$ cat config.mk
export PLATFORM = sky130hd
export DESIGN_NAME = u_back_substitution
export DESIGN_NICKNAME = d
export VERILOG_FILES = /design/src/rtl/u_back_substitution.sv
export SDC_FILE = /design/constraint.sdc
export NUM_CORES = 2
export LEC_CHECK = 0
export ABC_AREA = 1
export BUFFER_PORTS_ARGS = -buffer_cell sky130_fd_sc_hd__buf_4
export CORE_MARGIN = 3
export CORE_UTILIZATION = 25
export CTS_CLUSTER_SIZE = 24
export DETAILED_ROUTE_END_ITERATION = 6
export SLEW_MARGIN = 15
export SYNTH_ARGS = -nofsm -noshare
export SYNTH_HDL_FRONTEND = slang
export SYNTH_SLANG_ARGS = --single-unit
export TNS_END_PERCENT = 5
$ cat constraint.sdc
create_clock -name clk -period 12.6 [get_ports clk]
set_clock_uncertainty 0.1 [all_clocks]
set_input_delay 3.15 -clock clk [delete_from_list [all_inputs] [get_ports clk]]
set_output_delay 3.15 -clock clk [all_outputs]
set_load 0.05 [all_outputs]
$ cat src/rtl/u_back_substitution.sv
// Back substitution for the OMP-DRI datapath: solves U*x = z for n = current_i+1 and
// streams each coefficient into the X BRAM, highest index first.
module u_back_substitution #(
  parameter int DATA_W  = 32,
  parameter int FRAC    = 16,
  parameter int MAX_I_W = 5,
  parameter int GUARD   = 8
) (
  input  logic                   clk,
  input  logic                   rst_n,
  input  logic                   start_c,
  input  logic [MAX_I_W-1:0]     current_i,
  output logic [2*MAX_I_W-1:0]   u_addr,
  input  logic [DATA_W-1:0]      u_rdata,
  output logic [MAX_I_W-1:0]     z_addr,
  input  logic [DATA_W-1:0]      z_rdata,
  output logic                   x_we,
  output logic [MAX_I_W-1:0]     x_addr,
  output logic [DATA_W-1:0]      x_wdata,
  output logic                   busy,
  output logic                   done_c,
  output logic                   div_err
);

  localparam int ACC_W = DATA_W + FRAC + GUARD;
  localparam int DIV_N = DATA_W + FRAC;
  localparam int REM_W = DATA_W + 1;
  localparam int CNT_W = $clog2(DIV_N);
  localparam int NMAX  = 1 << MAX_I_W;
  localparam logic [CNT_W-1:0] CNT_LAST = CNT_W'(DIV_N - 1);

  typedef enum logic [3:0] {
    IDLE, Z_RD, Z_LD, MAC_RD, MAC_ACC, D_RD, DIV, WR, DONE
  } state_t;

  state_t                     r_state, w_next;
  logic [MAX_I_W:0]           r_n, r_j;
  logic [MAX_I_W-1:0]         r_k;
  logic signed [ACC_W-1:0]    r_acc;
  logic [REM_W-1:0]           r_div, r_rem;
  logic [DIV_N-1:0]           r_dlo, r_quo;
  logic [CNT_W-1:0]           r_cnt;
  logic                       r_neg, r_ovf, r_dz, r_drd, r_div_err;
  logic signed [DATA_W-1:0]   r_xreg [NMAX];

  logic [MAX_I_W:0]           w_k_inc, w_j_inc;
  logic signed [2*DATA_W-1:0] w_prod;
  logic [REM_W-1:0]           w_uabs;
  logic [ACC_W-1:0]           w_acc_abs;
  logic                       w_ovf;
  logic [REM_W:0]             w_trial;
  logic                       w_fit;
  logic [REM_W-1:0]           w_rem_next;
  logic                       w_pos_ovf, w_neg_ovf;
  logic signed [DATA_W-1:0]   w_q;

  assign w_k_inc   = {1'b0, r_k} + 1'b1;
  assign w_j_inc   = r_j + 1'b1;
  assign w_prod    = $signed(u_rdata) * r_xreg[r_j[MAX_I_W-1:0]];
  assign w_uabs    = u_rdata[DATA_W-1] ? (REM_W'(0) - {1'b1, u_rdata}) : {1'b0, u_rdata};
  assign w_acc_abs = r_acc[ACC_W-1] ? -$unsigned(r_acc) : $unsigned(r_acc);
  // Quotient would need more than DIV_N bits: it saturates anyway, so skip the long division.
  assign w_ovf     = (REM_W + DATA_W)'(w_acc_abs) >= {w_uabs, {DATA_W{1'b0}}};

  assign w_trial    = {r_rem, r_dlo[DIV_N-1]};
  assign w_fit      = w_trial >= {1'b0, r_div};
  assign w_rem_next = w_fit ? REM_W'(w_trial - {1'b0, r_div}) : REM_W'(w_trial);

  assign w_pos_ovf = |r_quo[DIV_N-1:DATA_W-1];
  assign w_neg_ovf = (|r_quo[DIV_N-1:DATA_W]) || (r_quo[DATA_W-1] && (|r_quo[DATA_W-2:0]));

  always_comb begin
    w_q = '0;
    if (r_dz) begin
      w_q = '0;
    end else if (!r_neg) begin
      w_q = (w_pos_ovf || r_ovf) ? {1'b0, {(DATA_W-1){1'b1}}} : r_quo[DATA_W-1:0];
    end else begin
      w_q = (w_neg_ovf || r_ovf) ? {1'b1, {(DATA_W-1){1'b0}}} : -r_quo[DATA_W-1:0];
    end
  end

  always_ff @(posedge clk or negedge rst_n) begin
    if (!rst_n) r_state <= IDLE;
    else        r_state <= w_next;
  end

  always_comb begin
    w_next = r_state;
    unique case (r_state)
      IDLE:    if (start_c) w_next = Z_RD;
      Z_RD:    w_next = Z_LD;
      Z_LD:    w_next = (w_k_inc < r_n) ? MAC_RD : D_RD;
      MAC_RD:  w_next = MAC_ACC;
      MAC_ACC: w_next = (w_j_inc < r_n) ? MAC_RD : D_RD;
      D_RD:    if (r_drd) w_next = DIV;
      DIV:     if (r_cnt == CNT_LAST) w_next = WR;
      WR:      w_next = (r_k == '0) ? DONE : Z_RD;
      DONE:    w_next = IDLE;
      default: w_next = IDLE;
    endcase
  end

  always_comb begin
    u_addr  = '0;
    z_addr  = '0;
    x_we    = 1'b0;
    x_addr  = '0;
    x_wdata = '0;
    case (r_state)
      Z_RD:   z_addr = r_k;
      MAC_RD: u_addr = {r_j[MAX_I_W-1:0], r_k};
      D_RD:   u_addr = {r_k, r_k};
      WR: begin
        x_we    = 1'b1;
        x_addr  = r_k;
        x_wdata = w_q;
      end
      default: ;
    endcase
  end

  assign busy    = (r_state != IDLE) && (r_state != DONE);
  assign done_c  = (r_state == DONE);
  assign div_err = r_div_err;

  // Divider operands are prepared on the second D_RD cycle, when U[k,k] is on u_rdata.
  always_ff @(posedge clk or negedge rst_n) begin
    if (!rst_n) begin
      r_n       <= '0;
      r_j       <= '0;
      r_k       <= '0;
      r_acc     <= '0;
      r_div     <= '0;
      r_rem     <= '0;
      r_dlo     <= '0;
      r_quo     <= '0;
      r_cnt     <= '0;
      r_neg     <= 1'b0;
      r_ovf     <= 1'b0;
      r_dz      <= 1'b0;
      r_drd     <= 1'b0;
      r_div_err <= 1'b0;
    end else begin
      r_drd <= (r_state == D_RD) ? ~r_drd : 1'b0;
      case (r_state)
        IDLE: if (start_c) begin
          r_n       <= {1'b0, current_i} + 1'b1;
          r_k       <= current_i;
          r_div_err <= 1'b0;
        end
        Z_LD: begin
          r_acc <= ACC_W'($signed(z_rdata));
          r_j   <= w_k_inc;
        end
        MAC_ACC: begin
          r_acc <= r_acc - ACC_W'(w_prod >>> FRAC);
          r_j   <= w_j_inc;
        end
        D_RD: if (r_drd) begin
          r_div <= w_uabs;
          r_dz  <= (u_rdata == '0);
          r_neg <= r_acc[ACC_W-1] ^ u_rdata[DATA_W-1];
          r_ovf <= w_ovf;
          r_rem <= REM_W'(w_acc_abs[ACC_W-1:DATA_W]);
          r_dlo <= {w_acc_abs[DATA_W-1:0], {FRAC{1'b0}}};
          r_quo <= '0;
          r_cnt <= '0;
          if (u_rdata == '0) r_div_err <= 1'b1;
        end
        DIV: begin
          r_rem <= w_rem_next;
          r_dlo <= r_dlo << 1;
          r_quo <= {r_quo[DIV_N-2:0], w_fit};
          r_cnt <= r_cnt + 1'b1;
        end
        WR: if (r_k != '0) r_k <= r_k - 1'b1;
        default: ;
      endcase
    end
  end

  // Solved coefficients feed later rows; deliberately not reset.
  always_ff @(posedge clk) begin
    if (r_state == WR) r_xreg[r_k] <= w_q;
  end

endmodule

# Yosys cells after proc, flatten, opt, wreduce, memory -nomap -nowiden
# Memories as Yosys holds them, arrays and structs flattened.
# Cells that the tools add are included.
word_totals:
  regBits: 250
  ram_bits: 1024
  inputBits: 72
  output_inout_bits: 56
  mem_count: 1
classes:
  add_sub_neg: 10
  mul: 1
  n_lt_le_gt_ge: 4
  n_eq_ne: 15
  muxes: 38
  bitwise: 2
  reduce_logical: 23
mem_list:
  columns: ["name", "words", "word_bits", "read_ports", "rd_ports_with_merged_regs", "write_ports", "line", "source"]
  rows:
  - ["r_xreg", 32, 32, 1, 0, 1, "44", "logic signed [DATA_W-1:0] r_xreg [NMAX];"]
ops:
  columns: ["op", "n"]
  rows:
  - ["$pmux W48 S2", 2]
  - ["$mux W32", 5]
  - ["$pmux W56 S2", 1]
  - ["$mux W33", 3]
  - ["$mux W48", 2]
  - ["$pmux W33 S2", 1]
  - ["$ge A56 B65 Y1", 1]
  - ["$mul A32 B32 Y64", 1]
  - ["$mux W56", 1]
  - ["$neg A56 Y56", 1]
  - ["$sub A56 B48 Y56", 1]
  - ["$ge A34 B33 Y1", 1]
  - ["$sub A1 B33 Y33 const A", 1]
  - ["$sub A33 B33 Y33", 1]
  - ["$logic_not A32 Y1", 1]
  - ["$neg A32 Y32", 1]
  - ["$pmux W4 S8", 1]
  - ["$reduce_or A31 Y1", 1]
  - ["$pmux W6 S2", 2]
  - ["$mux W5", 4]
  - ["$pmux W10 S2", 1]
  - ["$reduce_or A17 Y1", 1]
  - ["$eq A4 B3 Y1 const B", 4]
  - ["$mux W4", 4]
  - ["29 further kinds", 51]

# Logic depth before layout (Yosys ltp)
depth:
  ltp_word: 8
  depth_mapped: 61
  mapped_depth_nobuf: 56

# Least setup slack after synthesis
# No wires, ideal clock.
synth_timing:
  path_type: "in2reg"
  from: "input u_rdata[31]"
  to: "register r_acc[55]"
  setup_ns: 0.119
  arrival_ns: 12.269
  t_required_ns: 12.381
  slack_ns: 0.112
  path_stages: 42
  path_buffers: 3
  path_cell_list: "clkbuf_1 inv_1 clkbuf_1 buf_1 nor2_1 fa_1 fa_1 fa_1 fa_1 inv_1 fa_1 inv_1 fa_1 inv_1 fa_1 inv_1 fa_1 ha_1 [... 6 more ...] nand4_1 xnor2_1 ha_1 nand2_1 nor2_1 inv_1 nor4_1 nand3_1 nand3_1 a21oi_1 inv_1 nand3_1 nand2_1 nand2_1 nand2_1 nand3_1 nand3_1 nand2_1"
synth_between:
  elab_chain_cells: 3
synth_rtl:
  columns: ["item", "line", "source"]
  rows:
  - ["start, declared", "14", "input logic [DATA_W-1:0] u_rdata,"]
  - ["$mul A32 B32 Y64", "59", "assign w_prod = $signed(u_rdata) * r_xreg[r_j[MAX_I_W-1:0]];"]
  - ["$sub A56 B48 Y56", "157", "r_acc <= r_acc - ACC_W'(w_prod >>> FRAC);"]
  - ["$pmux W56 S2", "146", "case (r_state)"]
  - ["end signal, assigned", "153", "r_acc <= ACC_W'($signed(z_rdata));"]
  - ["end signal, assigned", "157", null]
  - ["end, declared", "39", "logic signed [ACC_W-1:0] r_acc;"]
# Every way passes these cells.
# A chain may end at the register's enable or synchronous reset.

# Worst setup path after layout
layout_timing:
  from: "input u_rdata[16]"
  to: "register r_acc[48]"
# The elaborated chain is that of the path after synthesis.

==> summary.md <==
| Metric | Value |
|---|---|
| Status | completed |
| PortBufs | 127 |
| Number of I/O pins | 128 |
| Worst Hold Class | reg -> reg |
| Fin Hold WS | 0.362 ns |
| Maximum capacitance violations | 0 |
| #FFs+latches synth | 1258 |
| Total GRT Usage | 16.6% |
| Kind of end point of the critical path | flop |
| Nets | approximately 11k |
| Final Non-Filler Cells | 15.0k |
| DR iter-0 viols | approximately 7.8k |
| Mapped Area | about 94000 µm² |
| CP most frequent cell | fa_1 |
| Vias | 72.6k |
| Headroom to the max-slew limit | 18.3% |
| Slowest stage delay, CP | 0.57 ns |
| Site Rows | 224 |
| CTS tree | done |
| Total wire length | 322 mm |
| Initial DRT Pass Iterations | 6 |
| Detail Route Antenna Nets | 0 |
| Main synth FF type | edfxtp_1 |
| Share of cells above drive strength 1 | 9.86% |
| Post-synthesis average cell area | about 9.7 µm² |
| Number of flops mapped to enable cells by yosys | roughly 1.0k |
| Slowest CP cell | fa_1 |
| Antenna violations before repair | 16 |
| Crit-path max FO | 13 |
| Unique masters post-synth | 60 |
| Number of global-route vias before repair | 71.6k |
| Crit path launch type | input port |
| HPWL after DPL | approximately 230 mm |
| CP top delay family | adder cells |
| Global-route wire length before repair | 476 mm |
| CP bufs+invs | 8 |
| Post-synth top cells | 1433 x inv_1, 1385 x nand2_1, 1343 x nor2_1, 1083 x fa_1, 1024 x edfxtp_1 |
| Worst-path clk slew | ~0.06 ns |
| Synth top area cells | edfxtp_1 33%, fa_1 23%, dfrtp_1 6.2%, inv_1 5.7%, nand2_1 5.5% |
| Fraction of registers with async set/reset | 18.6% |
| Gr ovfl total | 0 |
| Residual DRC | 0 |
| Cts hold-fix bufs | 0 |
| Post-Syn Instances | 9650 |
| Final Hold Vio Count | 0 |
| Min Tclk post-route | about 12 ns |
| Post-route setup TNS | 0 ns |
| Global placer's final weighted congestion | approximately 0.95 |
| Maximum root-to-sink buffer count | 3 |
| H-tree Lvls | 4 |
| Clock sink count | 1258 |
| Placed Area | 104000 µm² |
| Die Wd | slightly above 600 µm |
| Layout area overhead | 15.8% |
| Post-synthesis sequential area ratio | 39.1% |
| FF-to-FF setup slack | 0.73 ns |
| Worst-Margin Slew | 1.22 ns |
| Setup violators final | 0 |
| Fmax | 0.0841 GHz |
| Worst skew pair latency | 0.81 ns |
| Inst Count DP | 14.8k |
| Period utilization | 94.3% |
| Clock buffer count from CTS | 139 |
| Syn_nets | 11.1k |
| CTS root buf | clkbuf_16 |
| Die Height | 618 µm |
| Critical Path RT | around 13 ns |
| Max-slew violations | 0 |
| Routed len/inst | 21.4 µm |
| Cell taking the most area after synthesis | edfxtp_1 |
| Full die area | 382000 µm² |
| Via density | 4.83 |
| Initial Utilization | around 25% |
| WS Path Type | in -> reg |
| Ys Warns | 0 |
| Area of the core | 373000 µm² |
| Count leader, synth | inv_1 |
| WP data arrival | 12.41 ns |
| Fin area | approximately 110000 µm² |
| Largest net degree at the start of global routing | ~150 |
| Top cell type's share of synthesized area | 32.8% |
[path summary, 6_finish.rpt]
check / startpoint / end / cells past startpoint
hold / removal: r_div[32]$_DFFE_PN0P_ / r_div[32]$_DFFE_PN0P_ / 2
setup / recovery: u_rdata[16] / r_acc[48]$_DFFE_PN0P_ / 38
setup reg to reg: r_j[0]$_DFFE_PN0P_ / r_acc[48]$_DFFE_PN0P_ / 49
min in group asynchronous: rst_n / r_quo[21]$_DFFE_PN0P_ / 1
hold reg to reg: r_div[32]$_DFFE_PN0P_ / r_div[32]$_DFFE_PN0P_ / 2
max in group asynchronous: rst_n / r_acc[4]$_DFFE_PN0P_ / 3
[cell type report]
cell class,instances,area (µm²)
clock inverter,75,901
multi-input combinational,6435,50100
inverter,1467,5560
clock buffer,174,3690
antenna,6,15.0
sequential,1258,36600
timing repair inverter,1,11.3
fill,38905,264000
timing repair buffer,648,5410
tap,4972,6220
[flip-flops by register name, summed over array words and instances (netlist names)]
signal and count:
div_err 1, r_acc 56, r_cnt 6, r_div 33, r_dlo 32, r_drd 1
r_dz 1, r_j 6, r_k 5, r_n 6, r_neg 1, r_ovf 1
r_quo 48, r_rem 33, r_state 4, r_xreg 1024
[tightest hold or removal path: stages, from the launching register on]
cell and delay (ns):
dfrtp_1 0.33, nand2_1 0.05, inv_1 0.04
[repair_timing]
item,in CTS,in global routing
endpoints found under the setup margin,0,10
resized for setup,0,5
buffers inserted,0,2
[through the flow]
stage               worst slack, ns  util, %
global route             -0.0000888     29.1
floorplan                     0.112        -
CTS                           0.669     29.1
finish                        0.715     29.1
detailed placement           0.0346     27.9
global placement            -0.0148     27.9
[per-layer routing]
metal / global-route usage [%] / part of all wire (%)
met5: 0 / 0.020
met4: 5.34 / 3.5
met3: 3.35 / 9.6
met2: 26.1 / 45
met1: 22.7 / 42
[cells in the final DEF (no fill, tap or decap), types with 63 or more instances in the layout]
cell type,n
inv_1,1426
nand2_1,1382
nor2_1,1296
fa_1,1083
edfxtp_1,1024
o21ai_0,810
buf_4,604
ha_1,306
a21oi_1,281
dfrtp_1,229
o22ai_1,224
nand3_1,220
clkbuf_16,140
xor2_1,134
o221ai_1,118
o211ai_1,79
xnor2_1,67
nor3_1,63
[logic make-up (layout without fill, tap and decap cells)]
family / count (synthesis) / after routing / share of synthesized area [%]
flops: 1258 / 1258 / 39.1
fa+ha+maj: 1389 / 1389 / 27.2
compound gates: 1685 / 1685 / 10.3
xor+xnor: 203 / 203 / 1.91
simple gates: 3155 / 3155 / 13.5
other cells: 0 / 6 / 0
mux: 3 / 3 / 0.0321
buf+inv: 1957 / 2365 / 7.94
Power is not shown: default switching activity piles up to over one toggle a cycle in this logic, so the estimate is an artifact.
